[src/rtl/posit_round_encode_pipe.sv]
// posit_round_encode_pipe
//   Two-stage, multi-lane posit encoder with round-to-nearest-even (or
//   truncation) and posit saturation. Input beats carry an unpacked posit
//   (sign, biased exponent, fraction) plus trailing guard bits and a sticky
//   bit. Output beats carry WIDTH-bit packed sign-magnitude posits.
//
// Ports
//   clock, resetn          : clock, synchronous active-low reset
//   in_valid / in_ready    : input stream handshake
//   in_sign, in_exponent,
//   in_fraction,
//   in_trailing, in_sticky : per-lane unpacked operands
//   in_isZero, in_isInf    : per-lane special-value flags (zero wins)
//   out_valid / out_ready  : output stream handshake
//   out_data               : packed posits, lane k at [k*WIDTH +: WIDTH]
module posit_round_encode_pipe #(
  parameter int WIDTH      = 8,
  parameter int ES         = 1,
  parameter int LANES      = 1,
  parameter int TRAIL_BITS = 3,
  parameter int ROUND      = 1,
  localparam int FB        = WIDTH - 3 - ES,
  localparam int MAXU      = 2 * (WIDTH - 2),
  localparam int RW        = $clog2(MAXU + 1),
  localparam int EB        = RW + ES
) (
  input  logic                          clock,
  input  logic                          resetn,
  input  logic                          in_valid,
  output logic                          in_ready,
  input  logic [LANES-1:0]              in_sign,
  input  logic [LANES*EB-1:0]           in_exponent,
  input  logic [LANES*FB-1:0]           in_fraction,
  input  logic [LANES*TRAIL_BITS-1:0]   in_trailing,
  input  logic [LANES-1:0]              in_sticky,
  input  logic [LANES-1:0]              in_isZero,
  input  logic [LANES-1:0]              in_isInf,
  output logic                          out_valid,
  input  logic                          out_ready,
  output logic [LANES*WIDTH-1:0]        out_data
);

  localparam int TW = WIDTH - 1;             // magnitude window width
  localparam int TL = ES + FB + TRAIL_BITS;  // bits following the regime
  localparam int ML = WIDTH + TL;            // regime is at most WIDTH bits long

  logic                   s1_valid_q, s1_valid_d;
  logic                   s2_valid_q, s2_valid_d;
  logic [LANES-1:0]       s1_sign_q, s1_sign_d;
  logic [LANES-1:0]       s1_g_q, s1_g_d;
  logic [LANES-1:0]       s1_s_q, s1_s_d;
  logic [LANES-1:0]       s1_zero_q, s1_zero_d;
  logic [LANES-1:0]       s1_inf_q, s1_inf_d;
  logic [LANES*TW-1:0]    s1_t_q, s1_t_d;
  logic [LANES*WIDTH-1:0] out_data_q, out_data_d;

  logic                   s1_adv, s2_adv, in_fire;
  logic [LANES*TW-1:0]    t_all;
  logic [LANES-1:0]       g_all, s_all;
  logic [LANES*WIDTH-1:0] res_all;

  for (genvar k = 0; k < LANES; k++) begin : g_lane
    logic [EB-1:0]    exp_l;
    logic [RW-1:0]    ureg, ureg_c;
    logic [TL-1:0]    tail;
    logic [ML-1:0]    regime, m;
    int               rl;
    logic [TW-1:0]    t_r;
    logic             round_up;
    logic [WIDTH-1:0] res_l;

    assign exp_l = in_exponent[k*EB +: EB];
    assign ureg  = exp_l[EB-1:ES];

    if (ES > 0) begin : g_es
      assign tail = {exp_l[ES-1:0], in_fraction[k*FB +: FB],
                     in_trailing[k*TRAIL_BITS +: TRAIL_BITS]};
    end else begin : g_no_es
      assign tail = {in_fraction[k*FB +: FB],
                     in_trailing[k*TRAIL_BITS +: TRAIL_BITS]};
    end

    // M is built MSB-aligned in an ML-bit word: regime run plus terminator,
    // then the tail shifted down by the regime length.
    always_comb begin
      ureg_c = (ureg > RW'(MAXU)) ? RW'(MAXU) : ureg;
      if (ureg_c >= RW'(WIDTH - 2)) begin
        rl     = int'(ureg_c) - (WIDTH - 2) + 2;
        regime = ~({ML{1'b1}} >> (rl - 1));
      end else begin
        rl     = (WIDTH - 2) - int'(ureg_c) + 1;
        regime = {1'b1, {(ML-1){1'b0}}} >> (rl - 1);
      end
      m = regime | ({tail, {WIDTH{1'b0}}} >> rl);
    end

    assign t_all[k*TW +: TW] = m[ML-1 -: TW];
    assign g_all[k]          = m[ML-1-TW];
    assign s_all[k]          = (|m[ML-2-TW:0]) | in_sticky[k];

    // All-ones T is maxpos: rounding there would carry into the sign bit.
    assign t_r      = s1_t_q[k*TW +: TW];
    assign round_up = (ROUND != 0) && s1_g_q[k] && (s1_s_q[k] || t_r[0]) && !(&t_r);

    always_comb begin
      if (s1_zero_q[k]) begin
        res_l = '0;
      end else if (s1_inf_q[k]) begin
        res_l = {1'b1, {TW{1'b0}}};
      end else begin
        res_l = {s1_sign_q[k], t_r + TW'(round_up)};
      end
    end

    assign res_all[k*WIDTH +: WIDTH] = res_l;
  end

  always_comb begin
    s2_adv  = !s2_valid_q || out_ready;
    s1_adv  = !s1_valid_q || s2_adv;
    in_fire = in_valid && s1_adv;

    s1_valid_d = s1_adv ? in_valid : s1_valid_q;
    s1_sign_d  = s1_sign_q;
    s1_t_d     = s1_t_q;
    s1_g_d     = s1_g_q;
    s1_s_d     = s1_s_q;
    s1_zero_d  = s1_zero_q;
    s1_inf_d   = s1_inf_q;
    if (in_fire) begin
      s1_sign_d = in_sign;
      s1_t_d    = t_all;
      s1_g_d    = g_all;
      s1_s_d    = s_all;
      s1_zero_d = in_isZero;
      s1_inf_d  = in_isInf;
    end

    s2_valid_d = s2_adv ? s1_valid_q : s2_valid_q;
    out_data_d = (s2_adv && s1_valid_q) ? res_all : out_data_q;
  end

  always_ff @(posedge clock) begin
    if (!resetn) begin
      s1_valid_q <= 1'b0;
      s2_valid_q <= 1'b0;
      s1_sign_q  <= '0;
      s1_t_q     <= '0;
      s1_g_q     <= '0;
      s1_s_q     <= '0;
      s1_zero_q  <= '0;
      s1_inf_q   <= '0;
      out_data_q <= '0;
    end else begin
      s1_valid_q <= s1_valid_d;
      s2_valid_q <= s2_valid_d;
      s1_sign_q  <= s1_sign_d;
      s1_t_q     <= s1_t_d;
      s1_g_q     <= s1_g_d;
      s1_s_q     <= s1_s_d;
      s1_zero_q  <= s1_zero_d;
      s1_inf_q   <= s1_inf_d;
      out_data_q <= out_data_d;
    end
  end

  assign in_ready  = s1_adv;
  assign out_valid = s2_valid_q;
  assign out_data  = out_data_q;

endmodule

[config.mk]
export PLATFORM = sky130hd
export DESIGN_NAME = posit_round_encode_pipe
export DESIGN_NICKNAME = d
export VERILOG_FILES = /design/src/rtl/posit_round_encode_pipe.sv
export SDC_FILE = /design/constraint.sdc
export NUM_CORES = 1
export LEC_CHECK = 0
export ABC_AREA = 1
export CORE_UTILIZATION = 35
export CTS_BUF_LIST = sky130_fd_sc_hd__clkbuf_4 sky130_fd_sc_hd__clkbuf_8
export CTS_CLUSTER_SIZE = 8
export DETAILED_ROUTE_END_ITERATION = 16
export GPL_ROUTABILITY_DRIVEN = 1
export PLACE_DENSITY = 0.58
export REMOVE_ABC_BUFFERS = 1
export SLEW_MARGIN = 20
export SYNTH_ARGS = -nofsm -noshare
export SYNTH_HDL_FRONTEND = slang
export SYNTH_SLANG_ARGS = --single-unit
[constraint.sdc]
create_clock -name clock -period 7.1 [get_ports clock]
set_input_delay 1.42 -clock clock [delete_from_list [all_inputs] [get_ports clock]]
set_output_delay 1.42 -clock clock [all_outputs]
set_load 0.02 [all_outputs]
---- Word level (Yosys, flattened, before mapping) ----
Cells that the tools add are included.
cells by class
  multiplexer cells ....................... 5
  bitwise gates (word level) .............. 3
  add/sub/neg operators ................... 7
  reduce and logical (&&, ||, !) cells .... 12
  order comparisons ....................... 2
  shift-type cells ........................ 3
operators with widths
  operator                                                                             number
  16-bit by 32-bit right shift with 16-bit output, first input constant                2
  32-bit two-way mux                                                                   1
  16-bit by 32-bit right shift with 16-bit output                                      1
  16-bit two-way mux                                                                   1
  8-bit two-way mux                                                                    2
  16-bit inverter                                                                      1
  16-bit bitwise OR                                                                    1
  6-bit by 2-bit subtractor with 7-bit output, second input constant                   2
  8-bit OR reduction                                                                   1
  7-bit by 1-bit adder with 7-bit output                                               1
  7-bit AND reduction                                                                  1
  5-bit by 2-bit adder with 6-bit output, second input constant                        1
  5-bit by 3-bit adder with 6-bit output, second input constant                        1
  3-bit by 4-bit subtractor with 5-bit output, first input constant                    1
  4-bit by 3-bit subtractor with 5-bit output, second input constant                   1
  4-bit by 3-bit greater-or-equal comparator with 1-bit output, second input constant  1
  4-bit greater-than comparator, second input constant                                 1
  1-bit logical AND                                                                    4
  4-bit two-way mux                                                                    1
  1-bit zero test                                                                      3
  1-bit logical OR                                                                     3
  1-bit bitwise OR                                                                     1
word-level totals
  output and inout port bits .............. 10
  flip-flop bits (word level) ............. 22
  logic and storage cells ................. 41
  input port bits ......................... 20

---- Depth between registers and ports, before layout ----
  word-level depth ........................ 11
  gate-level depth with buffers ........... 20
  gate-level depth less buffers ........... 20

---- Worst setup path before layout ----
OpenSTA, ideal clock, no wires.
  kind .................................... input to register
  from .................................... input in_exponent[3]
  to ...................................... register s1_s_q
  library setup time ...................... 66 ps
  buffers on the path ..................... 0
  cell stages on the path ................. 17
  path slack .............................. 3617 ps
  arrival ................................. 3417 ps
  required time ........................... 7034 ps
  path through ............................ ha_1 o21ai_4 nand2_1 ha_1 nand2_1 inv_1 nor2_4 nand2_2 nand2_2 nand2_1 nand2_1 nand3_1 a21oi_1 nor2_1 a21oi_2 nand2_1 a21oi_2
between the ends
  cells in the longest elaborated chain, start to end .. 11
  elaborated cells between the ends (all ways) .. 18
  those cells by class .................... add/sub: 6; order compare: 2; shift: 3; mux: 3; bitwise: 3; reduce/logical: 1
ends and longest elaborated chain
  item                                             RTL line  text
  start: declaration                               32        input logic [LANES*EB-1:0] in_exponent,
  4-bit greater-than comparator                    86        ureg_c = (ureg > RW'(MAXU)) ? RW'(MAXU) : ureg;
  4-bit two-way mux *                              86
  4-bit by 3-bit subtractor with 5-bit output      88        rl = int'(ureg_c) - (WIDTH - 2) + 2;
  5-bit by 3-bit adder with 6-bit output           88
  6-bit by 2-bit subtractor with 7-bit output      89        regime = ~({ML{1'b1}} >> (rl - 1));
  16-bit by 32-bit right shift with 16-bit output  89
  16-bit inverter                                  89
  16-bit two-way mux                               87        if (ureg_c >= RW'(WIDTH - 2)) begin
  16-bit bitwise OR *                              94        m = regime | ({tail, {WIDTH{1'b0}}} >> rl);
  8-bit OR reduction *                             99        assign s_all[k] = (|m[ML-2-TW:0]) | in_sticky[k];
  1-bit bitwise OR *                               99
  end signal: assignment                           160       s1_s_q <= s1_s_d;
  end: declaration                                 51        logic [LANES-1:0] s1_s_q, s1_s_d;
Every way passes the cells marked *; elsewhere a longest branch is shown, timed or not.
A chain may end at the register's enable or synchronous reset.

---- Worst setup path after layout ----
Ends and elaborated chain as after synthesis.

==> flow_metrics.tcl <==
set metrics [dict create \
    outcome "complete, no violations" \
    finalCritPeriodShare_pct 59.61 \
    cts_tree "done" \
    antenna_found_initial 0 \
    num_antenna_cells 0 \
    path_class "in2reg" \
    synth_top_area_share_pct 24.53 \
    rows 25 \
    clock_sinks 22 \
    synth_top_area_cell "dfxtp_1" \
    crit_arrival_ns 4.38 \
    ys_ff_latch 22 \
    dp.cells 380 \
    grt-ovfl-total 0 \
    leakagePower_uw 0.0009989 \
    path_clk_slew_ns 0.08 \
    synth_xor_xnor_area_share_pct 2.927 \
    worst_pin_slew_ns 0.7517 \
    dp_hpwl_mm 3.443 \
    max-slew-margin-rel_pct 49.50 \
    powerDensity_nw_per_um2 161.1 \
    final-max-slew-violation-count 0 \
    ys_top_cells_by_area "dfxtp_1, nand2_1, nand3_1" \
    post_drt_wl_per_cell_microns 11.21 \
    synth.distinct_cells 33 \
    path_common_cell "nand2_1" \
    ys_seq_area_share_pct 24.53 \
    io_pins 30 \
    vias 1927 \
    period_needed_ns 4.233 \
    path_cells "clkdlybuf4s50_1, ha_1, o21ai_4, nand2_1, ha_1, nand2_1, inv_1, nor2_4, o21ai_2, inv_2, nand2_1, nand3_1, nand2_1, nand2_1, nor2_1, nand2_1, nand2_1, a21oi_2" \
    synth_top_family_by_area "simple AND/OR/NAND/NOR gates" \
    layout.nets 347 \
    via_per_inst 5.018 \
    drv_cap 0 \
    cpMaxStageDelayCell "clkdlybuf4s50_1" \
    io_buffer_count 29 \
    cts_buffers 3 \
    synth-simple-area-share_pct 39.93 \
    end_kind "register" \
    synthAdderAreaFrac_pct 6.272 \
    root_buffer "clkbuf_8" \
    post-cts-setup-buffers 0 \
    ir_drop_mv 0.08648 \
    critPathMaxFanout 13 \
    gp_congestion 0.8561 \
    grt_max_degree 16 \
    drc 0 \
    initial_core_util_pct 37.27 \
    cts_hold_buf 0 \
    power_uw 351.1 \
    startpoint_type "input pin" \
    avgSynthCellArea_sq_um 6.213 \
    timing.hold.ws_ns 0.4665 \
    fin_setup_tns_ns 0 \
    core-area_sq_um 4817 \
    grt_pass1_wl_mm 7.389 \
    ys_warn_count 0 \
    synth_cells 289 \
    hp-class "reg2reg" \
    clock_latency_ns 0.26 \
    cts_resized 0 \
    required_ns 7.25 \
    skew_ns 0.003466 \
    dr.first_iter.drc_count 172 \
    rsz0062_at_grt "false" \
    cp_top_family "simple AND/OR/NAND/NOR gates" \
    area_growth_pct 21.39 \
    postRouteAntennaNets 0 \
    syn_area_sq_um 1795 \
    first_global_vias 1653 \
    routed_wl_mm 4.306 \
    drive_above_1_share_pct 5.047 \
    die_w_microns 73.63 \
    synth.area.mux_share_pct 0 \
    cts.htree.levels 1 \
    final_cells 384 \
    finalSetupViolations 0 \
    synth_compound_area_share_pct 17.56 \
    cpPeakStageDelay_ns 0.59 \
    hold_viol_final 0 \
    max_freq_ghz 0.2363 \
    grtUsageTotal_pct 17.14 \
    die-area_sq_um 5421 \
    cts_buffer_depth 2 \
    firstDrtPassIters 4 \
    dieHeight_microns 73.63 \
    critical_path_buf_inv_count 3 \
]
==> state kept, by name, indices dropped and copies added, names as in the netlist <==
name,count
out_data,8
g_lane.t_r,7
out_valid,1
s1_g_q,1
s1_inf_q,1
s1_s_q,1
s1_sign_q,1
s1_valid_q,1
s1_zero_q,1
==> worst reg2reg max path, stage by stage (launching register included) <==
cell and delay, ns:
dfxtp_1 0.39, inv_1 0.07, nor4_1 0.26, nor2_1 0.07, ha_1 0.20, ha_1 0.19, nand2_1 0.06, inv_1 0.05
nand2_1 0.07, nor2_1 0.05, nand2_1 0.07, xor2_1 0.14, nand2_1 0.07, a21oi_1 0.13
==> kinds of logic after synthesis <==
logic type | Yosys count
AND/OR/NAND/NOR | 165
AO/OA/AOI/OAI | 52
buffers and inverters | 35
XOR/XNOR | 6
flip-flops | 22
adder cells (fa/ha/maj) | 9
==> through the flow <==
step	instance area, sq um	setup WS (ns)	utilization [%]
3_3_place_gp	2125	2.652	44.10
2_1_floorplan	1750	3.527	-
4_1_cts	2180	2.879	45.25
5_1_grt	2180	2.587	45.25
3_5_place_dp	2125	2.585	44.10
6_report	2180	2.867	45.25
==> final timing paths <==
kind,start,to,slack [ns],cells after the start
max,in_exponent[3],s1_s_q$_SDFFE_PN0P_,2.87,18
min,out_data[0]$_SDFFE_PN0P_,out_data[0]$_SDFFE_PN0P_,0.47,2
max reg2reg,g_lane[0].t_r[5]$_SDFFE_PN0P_,out_data[6]$_SDFFE_PN0P_,5.20,13
min reg2reg,out_data[0]$_SDFFE_PN0P_,out_data[0]$_SDFFE_PN0P_,0.47,2
==> cell usage after synthesis <==
cell	count
a21oi_1	17
a21oi_2	2
a31oi_1	9
a32oi_1	1
a41oi_1	2
buf_2	1
buf_6	2
clkbuf_1	1
clkbuf_8	1
clkinv_1	2
dfxtp_1	22
ha_1	9
inv_1	27
inv_2	1
nand2_1	92
nand2_2	3
nand2_4	2
nand3_1	35
nand3b_1	1
nand4_1	2
nor2_1	20
nor2_2	1
nor2_4	1
nor3_1	6
nor4_1	2
o211ai_1	2
o21a_1	1
o21ai_0	15
o21ai_2	1
o21ai_4	1
o31ai_1	1
xnor2_1	1
xor2_1	5
==> layer usage <==
layer / vias to the layer above / part of all wire, % / GRT usage [%]
li1: 1022 / - / -
met1: 868 / 54 / 25.58
met2: 35 / 43 / 25.79
met3: 2 / 3.5 / 3.292
met4: 0 / 0.37 / 2.564
met5: - / 0 / 0
==> final cells by class <==
class                   count  area [sq um]
multi-input cells         232          1197
flip-flops and latches     22         440.4
well taps                  67         83.83
clock buffers               4         55.05
fillers                   545          2638
repair buffers             29         290.3
inverters                  30         112.6
==> placed cells by master, fill, tap and decap left out, types with 3 or more instances in the layout <==
cell type / netlist / routed
clkdlybuf4s50_1: 0 / 29
nand3_1: 35 / 35
a21oi_1: 17 / 17
inv_1: 27 / 27
nand2_2: 3 / 3
dfxtp_1: 22 / 22
o21ai_0: 15 / 15
nor2_1: 20 / 20
a31oi_1: 9 / 9
clkbuf_8: 1 / 4
nor3_1: 6 / 6
nand2_1: 92 / 92
ha_1: 9 / 9
xor2_1: 5 / 5
==> power breakdown <==
group	internal, uW	switching [uW]
clock network	49.4	39.6
logic	46.3	77.6
registers	132	6.28
total	228	123
(Power assumes the default switching activity.)
